===== src/rtl/reg_file_arbiter_pkg.sv =====
// Shared constants and types for the register-file arbiter slice.
package reg_file_arb_pkg;
  localparam int unsigned DATA_W = 16;
  localparam int unsigned ADDR_W = 4;
  localparam int unsigned DEPTH  = 2**ADDR_W;

  typedef enum logic {SCRUB, RUN} state_t;
endpackage


===== src/rtl/reg_file_arbiter_if.sv =====
// Client request/response bus plus register-file port bundle seen by the arbiter.
interface reg_file_arbiter_if #(
  parameter int unsigned DATA_W = reg_file_arb_pkg::DATA_W,
  parameter int unsigned ADDR_W = reg_file_arb_pkg::ADDR_W
);
  logic [1:0]          req_valid;
  logic [1:0]          req_ready;
  logic [1:0]          req_rd;
  logic [1:0]          req_we;
  logic [2*ADDR_W-1:0] req_rd0_addr;
  logic [2*ADDR_W-1:0] req_rd1_addr;
  logic [2*ADDR_W-1:0] req_wr_addr;
  logic [2*DATA_W-1:0] req_wdata;
  logic [1:0]          rsp_valid;
  logic [DATA_W-1:0]   rsp_data0;
  logic [DATA_W-1:0]   rsp_data1;
  logic                scrub_done;
  logic                rf_wr_en;
  logic                rf_rd_en;
  logic [ADDR_W-1:0]   rf_rd0_addr;
  logic [ADDR_W-1:0]   rf_rd1_addr;
  logic [ADDR_W-1:0]   rf_wr0_addr;
  logic [DATA_W-1:0]   rf_wr0_data;
  logic [DATA_W-1:0]   rf_rd0_data;
  logic [DATA_W-1:0]   rf_rd1_data;

  modport master (
    output req_valid, req_rd, req_we, req_rd0_addr, req_rd1_addr, req_wr_addr, req_wdata,
    output rf_rd0_data, rf_rd1_data,
    input  req_ready, rsp_valid, rsp_data0, rsp_data1, scrub_done,
    input  rf_wr_en, rf_rd_en, rf_rd0_addr, rf_rd1_addr, rf_wr0_addr, rf_wr0_data
  );

  modport slave (
    input  req_valid, req_rd, req_we, req_rd0_addr, req_rd1_addr, req_wr_addr, req_wdata,
    input  rf_rd0_data, rf_rd1_data,
    output req_ready, rsp_valid, rsp_data0, rsp_data1, scrub_done,
    output rf_wr_en, rf_rd_en, rf_rd0_addr, rf_rd1_addr, rf_wr0_addr, rf_wr0_data
  );
endinterface


===== src/rtl/reg_file_arbiter_rr_arb2.sv =====
// Two-requester round-robin arbiter; priority flips to the other side after each grant.
module rr_arb2 (
  input  logic       clk,
  input  logic       rst,
  input  logic       i_en,
  input  logic [1:0] i_valid,
  output logic [1:0] o_grant
);
  logic r_prio;  // 0: requester 0 wins a tie, 1: requester 1 wins

  always_comb begin
    o_grant = '0;
    if (i_en) begin
      if (i_valid == 2'b11) o_grant = r_prio ? 2'b10 : 2'b01;
      else                  o_grant = i_valid;
    end
  end

  always_ff @(posedge clk) begin
    if (rst)            r_prio <= 1'b0;
    else if (|o_grant)  r_prio <= ~o_grant[1];
  end
endmodule


===== src/rtl/reg_file_arbiter.sv =====
// Scrubs the register file after reset, then shares it round-robin between two clients.
module reg_file_arbiter
  import reg_file_arb_pkg::*;
#(
  parameter int unsigned DATA_W = reg_file_arb_pkg::DATA_W,
  parameter int unsigned ADDR_W = reg_file_arb_pkg::ADDR_W
) (
  input logic               clk,
  input logic               rst,
  reg_file_arbiter_if.slave bus
);
  localparam logic [ADDR_W-1:0] LAST_ADDR = ADDR_W'(2**ADDR_W - 1);

  state_t              r_state;
  logic [ADDR_W-1:0]   r_scrub_cnt;
  logic [1:0]          r_rd_pend;
  logic [1:0]          r_rsp_valid;
  logic                r_scrub_done;
  logic                r_wr_en;
  logic                r_rd_en;
  logic [ADDR_W-1:0]   r_rd0_addr;
  logic [ADDR_W-1:0]   r_rd1_addr;
  logic [ADDR_W-1:0]   r_wr_addr;
  logic [DATA_W-1:0]   r_wr_data;

  logic                w_arb_en;
  logic [1:0]          w_grant;
  logic [1:0]          w_xfer;
  logic                w_sel;
  logic                w_rd;
  logic                w_we;
  logic [ADDR_W-1:0]   w_rd0_addr;
  logic [ADDR_W-1:0]   w_rd1_addr;
  logic [ADDR_W-1:0]   w_wr_addr;
  logic [DATA_W-1:0]   w_wdata;

  assign w_arb_en = (r_state == RUN) && !rst;

  rr_arb2 u_arb (
    .clk     (clk),
    .rst     (rst),
    .i_en    (w_arb_en),
    .i_valid (bus.req_valid),
    .o_grant (w_grant)
  );

  assign w_xfer = bus.req_valid & w_grant;

  always_comb begin
    w_sel      = w_grant[1];
    w_rd       = bus.req_rd[w_sel];
    w_we       = bus.req_we[w_sel];
    w_rd0_addr = w_sel ? bus.req_rd0_addr[2*ADDR_W-1:ADDR_W] : bus.req_rd0_addr[ADDR_W-1:0];
    w_rd1_addr = w_sel ? bus.req_rd1_addr[2*ADDR_W-1:ADDR_W] : bus.req_rd1_addr[ADDR_W-1:0];
    w_wr_addr  = w_sel ? bus.req_wr_addr[2*ADDR_W-1:ADDR_W]  : bus.req_wr_addr[ADDR_W-1:0];
    w_wdata    = w_sel ? bus.req_wdata[2*DATA_W-1:DATA_W]    : bus.req_wdata[DATA_W-1:0];
  end

  always_ff @(posedge clk) begin
    if (rst) begin
      r_state      <= SCRUB;
      r_scrub_cnt  <= '0;
      r_rd_pend    <= '0;
      r_rsp_valid  <= '0;
      r_scrub_done <= 1'b0;
      r_wr_en      <= 1'b0;
      r_rd_en      <= 1'b0;
      r_rd0_addr   <= '0;
      r_rd1_addr   <= '0;
      r_wr_addr    <= '0;
      r_wr_data    <= '0;
    end else begin
      r_wr_en     <= 1'b0;
      r_rd_en     <= 1'b0;
      // Read data leaves the file one cycle after rf_rd_en, so the owner tag trails by two stages.
      r_rsp_valid <= r_rd_pend;
      r_rd_pend   <= w_xfer & bus.req_rd;
      case (r_state)
        SCRUB: begin
          r_wr_en     <= 1'b1;
          r_wr_addr   <= r_scrub_cnt;
          r_wr_data   <= '0;
          r_scrub_cnt <= r_scrub_cnt + 1'b1;
          if (r_scrub_cnt == LAST_ADDR) begin
            r_state      <= RUN;
            r_scrub_done <= 1'b1;
          end
        end
        RUN: begin
          if (|w_xfer) begin
            r_wr_en <= w_we;
            r_rd_en <= w_rd;
            if (w_we) begin
              r_wr_addr <= w_wr_addr;
              r_wr_data <= w_wdata;
            end
            if (w_rd) begin
              r_rd0_addr <= w_rd0_addr;
              r_rd1_addr <= w_rd1_addr;
            end
          end
        end
        default: r_state <= SCRUB;
      endcase
    end
  end

  assign bus.req_ready   = w_grant;
  assign bus.rsp_valid   = r_rsp_valid;
  assign bus.rsp_data0   = bus.rf_rd0_data;
  assign bus.rsp_data1   = bus.rf_rd1_data;
  assign bus.scrub_done  = r_scrub_done;
  assign bus.rf_wr_en    = r_wr_en;
  assign bus.rf_rd_en    = r_rd_en;
  assign bus.rf_rd0_addr = r_rd0_addr;
  assign bus.rf_rd1_addr = r_rd1_addr;
  assign bus.rf_wr0_addr = r_wr_addr;
  assign bus.rf_wr0_data = r_wr_data;
endmodule

===== src/flat_wrapper.sv =====
// flat-port wrapper written by rule: the top's interface ports become plain ports
module reg_file_arbiter_flat import reg_file_arb_pkg::*;
#(
  parameter int unsigned DATA_W = reg_file_arb_pkg::DATA_W,
  parameter int unsigned ADDR_W = reg_file_arb_pkg::ADDR_W
)
  (clk, rst, bus_req_valid, bus_req_rd, bus_req_we, bus_req_rd0_addr, bus_req_rd1_addr, bus_req_wr_addr, bus_req_wdata, bus_rf_rd0_data, bus_rf_rd1_data, bus_req_ready, bus_rsp_valid, bus_rsp_data0, bus_rsp_data1, bus_scrub_done, bus_rf_wr_en, bus_rf_rd_en, bus_rf_rd0_addr, bus_rf_rd1_addr, bus_rf_wr0_addr, bus_rf_wr0_data);
  reg_file_arbiter_if #(.DATA_W(DATA_W), .ADDR_W(ADDR_W)) bus_i ();
  input logic clk;
  input logic rst;
  input wire logic [$bits(bus_i.req_valid)-1:0] bus_req_valid;
  input wire logic [$bits(bus_i.req_rd)-1:0] bus_req_rd;
  input wire logic [$bits(bus_i.req_we)-1:0] bus_req_we;
  input wire logic [$bits(bus_i.req_rd0_addr)-1:0] bus_req_rd0_addr;
  input wire logic [$bits(bus_i.req_rd1_addr)-1:0] bus_req_rd1_addr;
  input wire logic [$bits(bus_i.req_wr_addr)-1:0] bus_req_wr_addr;
  input wire logic [$bits(bus_i.req_wdata)-1:0] bus_req_wdata;
  input wire logic [$bits(bus_i.rf_rd0_data)-1:0] bus_rf_rd0_data;
  input wire logic [$bits(bus_i.rf_rd1_data)-1:0] bus_rf_rd1_data;
  output wire logic [$bits(bus_i.req_ready)-1:0] bus_req_ready;
  output wire logic [$bits(bus_i.rsp_valid)-1:0] bus_rsp_valid;
  output wire logic [$bits(bus_i.rsp_data0)-1:0] bus_rsp_data0;
  output wire logic [$bits(bus_i.rsp_data1)-1:0] bus_rsp_data1;
  output wire logic [$bits(bus_i.scrub_done)-1:0] bus_scrub_done;
  output wire logic [$bits(bus_i.rf_wr_en)-1:0] bus_rf_wr_en;
  output wire logic [$bits(bus_i.rf_rd_en)-1:0] bus_rf_rd_en;
  output wire logic [$bits(bus_i.rf_rd0_addr)-1:0] bus_rf_rd0_addr;
  output wire logic [$bits(bus_i.rf_rd1_addr)-1:0] bus_rf_rd1_addr;
  output wire logic [$bits(bus_i.rf_wr0_addr)-1:0] bus_rf_wr0_addr;
  output wire logic [$bits(bus_i.rf_wr0_data)-1:0] bus_rf_wr0_data;
  assign bus_i.req_valid = bus_req_valid;
  assign bus_i.req_rd = bus_req_rd;
  assign bus_i.req_we = bus_req_we;
  assign bus_i.req_rd0_addr = bus_req_rd0_addr;
  assign bus_i.req_rd1_addr = bus_req_rd1_addr;
  assign bus_i.req_wr_addr = bus_req_wr_addr;
  assign bus_i.req_wdata = bus_req_wdata;
  assign bus_i.rf_rd0_data = bus_rf_rd0_data;
  assign bus_i.rf_rd1_data = bus_rf_rd1_data;
  assign bus_req_ready = bus_i.req_ready;
  assign bus_rsp_valid = bus_i.rsp_valid;
  assign bus_rsp_data0 = bus_i.rsp_data0;
  assign bus_rsp_data1 = bus_i.rsp_data1;
  assign bus_scrub_done = bus_i.scrub_done;
  assign bus_rf_wr_en = bus_i.rf_wr_en;
  assign bus_rf_rd_en = bus_i.rf_rd_en;
  assign bus_rf_rd0_addr = bus_i.rf_rd0_addr;
  assign bus_rf_rd1_addr = bus_i.rf_rd1_addr;
  assign bus_rf_wr0_addr = bus_i.rf_wr0_addr;
  assign bus_rf_wr0_data = bus_i.rf_wr0_data;
  reg_file_arbiter #(.DATA_W(DATA_W), .ADDR_W(ADDR_W)) u_core (.clk(clk), .rst(rst), .bus(bus_i));
endmodule

===== config.mk =====
export PLATFORM = sky130hd
export DESIGN_NAME = reg_file_arbiter_flat
export DESIGN_NICKNAME = d
export VERILOG_FILES = /design/src/rtl/reg_file_arbiter_pkg.sv /design/src/rtl/reg_file_arbiter_if.sv /design/src/rtl/reg_file_arbiter_rr_arb2.sv /design/src/rtl/reg_file_arbiter.sv /design/src/flat_wrapper.sv
export SDC_FILE = /design/constraint.sdc
export NUM_CORES = 1
export LEC_CHECK = 0
export CORE_ASPECT_RATIO = 0.6
export CORE_MARGIN = 5
export CORE_UTILIZATION = 23
export CTS_BUF_LIST = sky130_fd_sc_hd__clkbuf_8 sky130_fd_sc_hd__clkbuf_16
export CTS_CLUSTER_SIZE = 28
export DETAILED_ROUTE_END_ITERATION = 7
export SLEW_MARGIN = 0
export SYNTH_ARGS = -nofsm -noshare
export SYNTH_HDL_FRONTEND = slang
export SYNTH_SLANG_ARGS = --single-unit

===== constraint.sdc =====
create_clock -name clk -period 3.6 [get_ports clk]
set_input_delay 0.54 -clock clk [delete_from_list [all_inputs] [get_ports clk]]
set_output_delay 0.54 -clock clk [all_outputs]
set_load 0.05 [all_outputs]

==> implementation parameters <==
Parameter                              Value

GRT
  GRT overflow ... 0
  Global-route wire length before repair ... a little over 10,000 um
  Vias in the first global route ... between 1,500 and 2,000
  Aggregate global-route resource usage ... a little under an eighth
  Largest net degree at the start of global routing ... 19
  Antenna violations before repair ... 0

Floorplanning
  I/O pin total ... 163
  Initial cell density of the core ... 23.2%
  Die outline width ... about 130 um
  Die Outline Area ... 11,200 um^2
  Total number of placement rows ... 27
  Area of the core ... slightly above 9000 um^2
  Y dimension of the die ... around 84 um

Logic synthesis
  EDFF count, synth ... 0
  Sequential element share of the synthesized area ... 39.1%
  Synthesized net count ... approximately 320
  Gate count after technology mapping ... ~230
  Prevailing post-synth register cell ... sky130_fd_sc_hd__dfxtp_1
  Post-synthesis cell area ... around 2100 um^2
  Flip-flop and latch count after synthesis ... slightly above 40
  Post-synthesis async set-or-reset flop share ... 0%
  Yosys warning count ... 0
  Post-synthesis area per instance ... between 9 and 10 um^2
  Netlist cell types ... 42

CTS
  TritonCTS clock tree ... done
  Number of buffers added for setup after CTS ... 0
  Cts hold-fix bufs ... 0
  Cells resized by post-CTS repair ... 0
  Number of buffers created by CTS ... 5
  Num Clock Sinks ... roughly 40
  Clock network latency to the later pin of the worst-skew pair ... between 0.2 and 0.3 ns
  Worst-path clk slew ... 0.06 ns
  Buffers from clock root to sink, at most ... 2
  H-tree lvl count ... 2
  Master cell of the clock root buffer ... sky130_fd_sc_hd__clkbuf_16

Timing
  Worst rel slew slack ... between 50% and 60%
  Least-Margin Pin Slew ... roughly 0.63 ns
  Worst clock skew on the final layout ... between 0.002 and 0.0025 ns
  Setup TNS ... 0 ns
  Final slew viol count ... 0
  Final worst path period need ... between 2 and 3 ns
  Post-route clock period utilization ... 78.6%
  Number of endpoints with negative hold slack in the final report ... 0
  Final hold slack ... around 0.44 ns
  RSZ-0062 raised after global routing ... false
  Final number of setup-violating endpoints ... 0
  Maximum frequency from static timing analysis ... about 350 MHz

Drt
  1st-pass router iterations ... 4
  Antenna Nets Post-Route ... 0
  Total via count after detailed routing ... 1,807
  Post-route DRC violation count ... 0
  First DRT Iteration DRCs ... 70
  Total wirelength of the detailed-routed design ... between 6000 and 7000 um
  Detail-routed net length per standard cell ... 15.5 um
  Via-per-instance ratio ... approximately 4.5

Final layout
  Area growth from synthesis to final layout ... 46.5%
  Total number of nets in the final design ... 385
  Share of cells above drive strength 1 ... 6.27%
  ANT cells ... 0

Run
  Number of violations of the max-capacitance limit ... 0

Setup path
  Critical path type ... input port to primary output
  Critical path, cell by cell ... clkdlybuf4s50_1, a21boi_1, and2_1, clkdlybuf4s50_1
  Setup crit start kind ... input port
  Most common cell type on the critical path ... sky130_fd_sc_hd__clkdlybuf4s50_1
  CP Data Required Time ... 3.06 ns
  WP data arrival ... between 2 and 2.5 ns
  Crit. End Element ... primary output
  Cell at the slowest stage of the critical path ... sky130_fd_sc_hd__clkdlybuf4s50_1
  Number of buffer and inverter instances along the worst setup path ... 2
  Dominant delay contributor by cell family on the critical path ... buffers and inverters
  Critical path peak fanout ... 6
  Crit-path max cell delay ... approximately 0.80 ns

Place
  Global placer's final weighted congestion ... 0.711
  Quantity of I/O buffers inserted on ports ... 98
  Post-DP HPWL ... between 4000 and 5000 um

Power and ir drop
  Worst vdd rail ir drop ... roughly 0.15 mV
  Cell-internal power ... 0.000790 W
  Power Total ... a little over 0.001 W
  Seq pwr share ... a little under half
  Fraction of power spent switching nets ... 21.5%
  Clock network fraction of total power ... between 40% and 50%
  Psw ... 0.000216 W
  Power Density ... about 330 nW/um^2
  Logic pwr share ... 12.9%
  Leakage power figure ... ~1.2 nW

Min path
  Path class of the lowest-slack min-delay path ... flip-flop to flip-flop

Run status
  Run status ... finished clean
cells in the final DEF, fill, tap and decap left out, types with 2 or more instances in the layout:
master and n:
sky130_fd_sc_hd__nand2_1 14, sky130_fd_sc_hd__mux2i_1 20, sky130_fd_sc_hd__a31oi_1 2, sky130_fd_sc_hd__and2_1 2, sky130_fd_sc_hd__a211o_1 2, sky130_fd_sc_hd__o31ai_1 8
sky130_fd_sc_hd__nor4_1 6, sky130_fd_sc_hd__nor2b_1 7, sky130_fd_sc_hd__clkdlybuf4s50_1 97, sky130_fd_sc_hd__buf_4 4, sky130_fd_sc_hd__dfxtp_1 41, sky130_fd_sc_hd__mux2_4 2
sky130_fd_sc_hd__clkbuf_16 5, sky130_fd_sc_hd__a21oi_1 23, sky130_fd_sc_hd__nor2_1 7, sky130_fd_sc_hd__nand2b_1 2, sky130_fd_sc_hd__nor3b_1 2, sky130_fd_sc_hd__o2bb2ai_1 8
sky130_fd_sc_hd__a211oi_1 11
area by class of cell:
cell class | instances | area (um^2)
Fill cell | 957 | 5980
Timing Repair Buffer | 102 | 1020
Multi-Input combinational cell | 135 | 950
Sequential cell | 41 | 821
Tap cell | 116 | 145
Clock buffer | 5 | 125
Inverter | 3 | 11.3
Clock inverter | 1 | 5.00
logic make-up after synthesis:
logic type,after synthesis,synth area share [%]
xor gates and xnor gates,2,0.834
adders and majority gates,1,0.595
and+or+nand+nor,47,12.1
AOI/OAI and AO/OA,62,20.1
buffers and inverters,50,15.7
muxes,23,11.5
DFF,41,39.1
worst reg2reg max path: cells and delay by family, from the launching register on:
family | cells | cell delay (ns)
AO/OA/AOI/OAI | 2 | 0.64
flip-flops | 1 | 0.67
AND/OR/NAND/NOR | 2 | 0.84
power groups by stage:
| stage | clock [W] | combinational, W | sequential (W) |
|---|---|---|---|
| 2_1_floorplan | 0 | 0.000133 | 0.000481 |
| 5_1_grt | 0.000454 | 0.000141 | 0.000463 |
| 6_report | 0.000413 | 0.000130 | 0.000463 |
| 4_1_cts | 0.000427 | 0.000131 | 0.000463 |
| 3_3_place_gp | 0 | 0.000129 | 0.000473 |
| 3_5_place_dp | 0 | 0.000131 | 0.000473 |
worst paths after layout:
check                                     to  depth (start not counted)                 from  slack (ns)
setup reg to reg  u_core.bus.rf_wr0_data[11]                          4       u_core.r_state        1.30
hold reg to reg      u_core.bus.rsp_valid[0]                          1  u_core.r_rd_pend[0]        0.44
setup / recovery            bus_req_ready[0]                          4     bus_req_valid[1]        0.77
hold / removal       u_core.bus.rsp_valid[0]                          1  u_core.r_rd_pend[0]        0.44
sequential cells by signal, summed over array words and instances (netlist names):
signal / cells
u_core.bus.rf_wr0_data: 16
u_core.bus.rf_rd_en: 1
u_core.bus.rf_rd0_addr: 4
u_core.r_state: 1
u_core.bus.rf_rd1_addr: 4
u_core.r_scrub_cnt: 4
u_core.r_rd_pend: 2
u_core.bus.scrub_done: 1
u_core.bus.rf_wr0_addr: 4
u_core.bus.rsp_valid: 2
u_core.bus.rf_wr_en: 1
u_core.u_arb.r_prio: 1
per-layer routing:
| metal | global-route usage (%) | wire (um) |
|---|---|---|
| met5 | 0 | 0 |
| met4 | 3.08 | 29 |
| met3 | 4.70 | 534 |
| met2 | 17.6 | 2720 |
| met1 | 14.4 | 2950 |
cells in the mapped netlist (2+ instances only):
library cell	n	area, um^2
sky130_fd_sc_hd__a31oi_1	2	12.5
sky130_fd_sc_hd__buf_2	9	45.0
sky130_fd_sc_hd__and2_1	2	12.5
sky130_fd_sc_hd__buf_4	33	248
sky130_fd_sc_hd__nor2_1	7	26.3
sky130_fd_sc_hd__a211oi_1	11	82.6
sky130_fd_sc_hd__mux2i_1	20	200
sky130_fd_sc_hd__mux2_4	2	30.0
sky130_fd_sc_hd__o31ai_1	8	60.1
sky130_fd_sc_hd__nor4_1	6	37.5
sky130_fd_sc_hd__dfxtp_1	41	821
sky130_fd_sc_hd__nand2b_1	2	12.5
sky130_fd_sc_hd__nor3b_1	2	15.0
sky130_fd_sc_hd__nor2b_1	7	43.8
sky130_fd_sc_hd__a21oi_1	23	115
sky130_fd_sc_hd__a211o_1	2	17.5
sky130_fd_sc_hd__nand2_1	14	52.6
sky130_fd_sc_hd__o2bb2ai_1	8	70.1
sky130_fd_sc_hd__clkbuf_1	4	15.0
metrics by stage:
step,area (um^2),worst slack (ns),instances,utilization [%]
floorplan,2100,1.48,226,-
global placement,2950,0.817,397,32.6
detailed placement,2950,0.760,397,32.6
CTS,3080,0.766,403,34.0
global route,3080,0.692,403,34.0
finish,3080,0.772,403,34.0
Power figures use the tool's default switching activity.
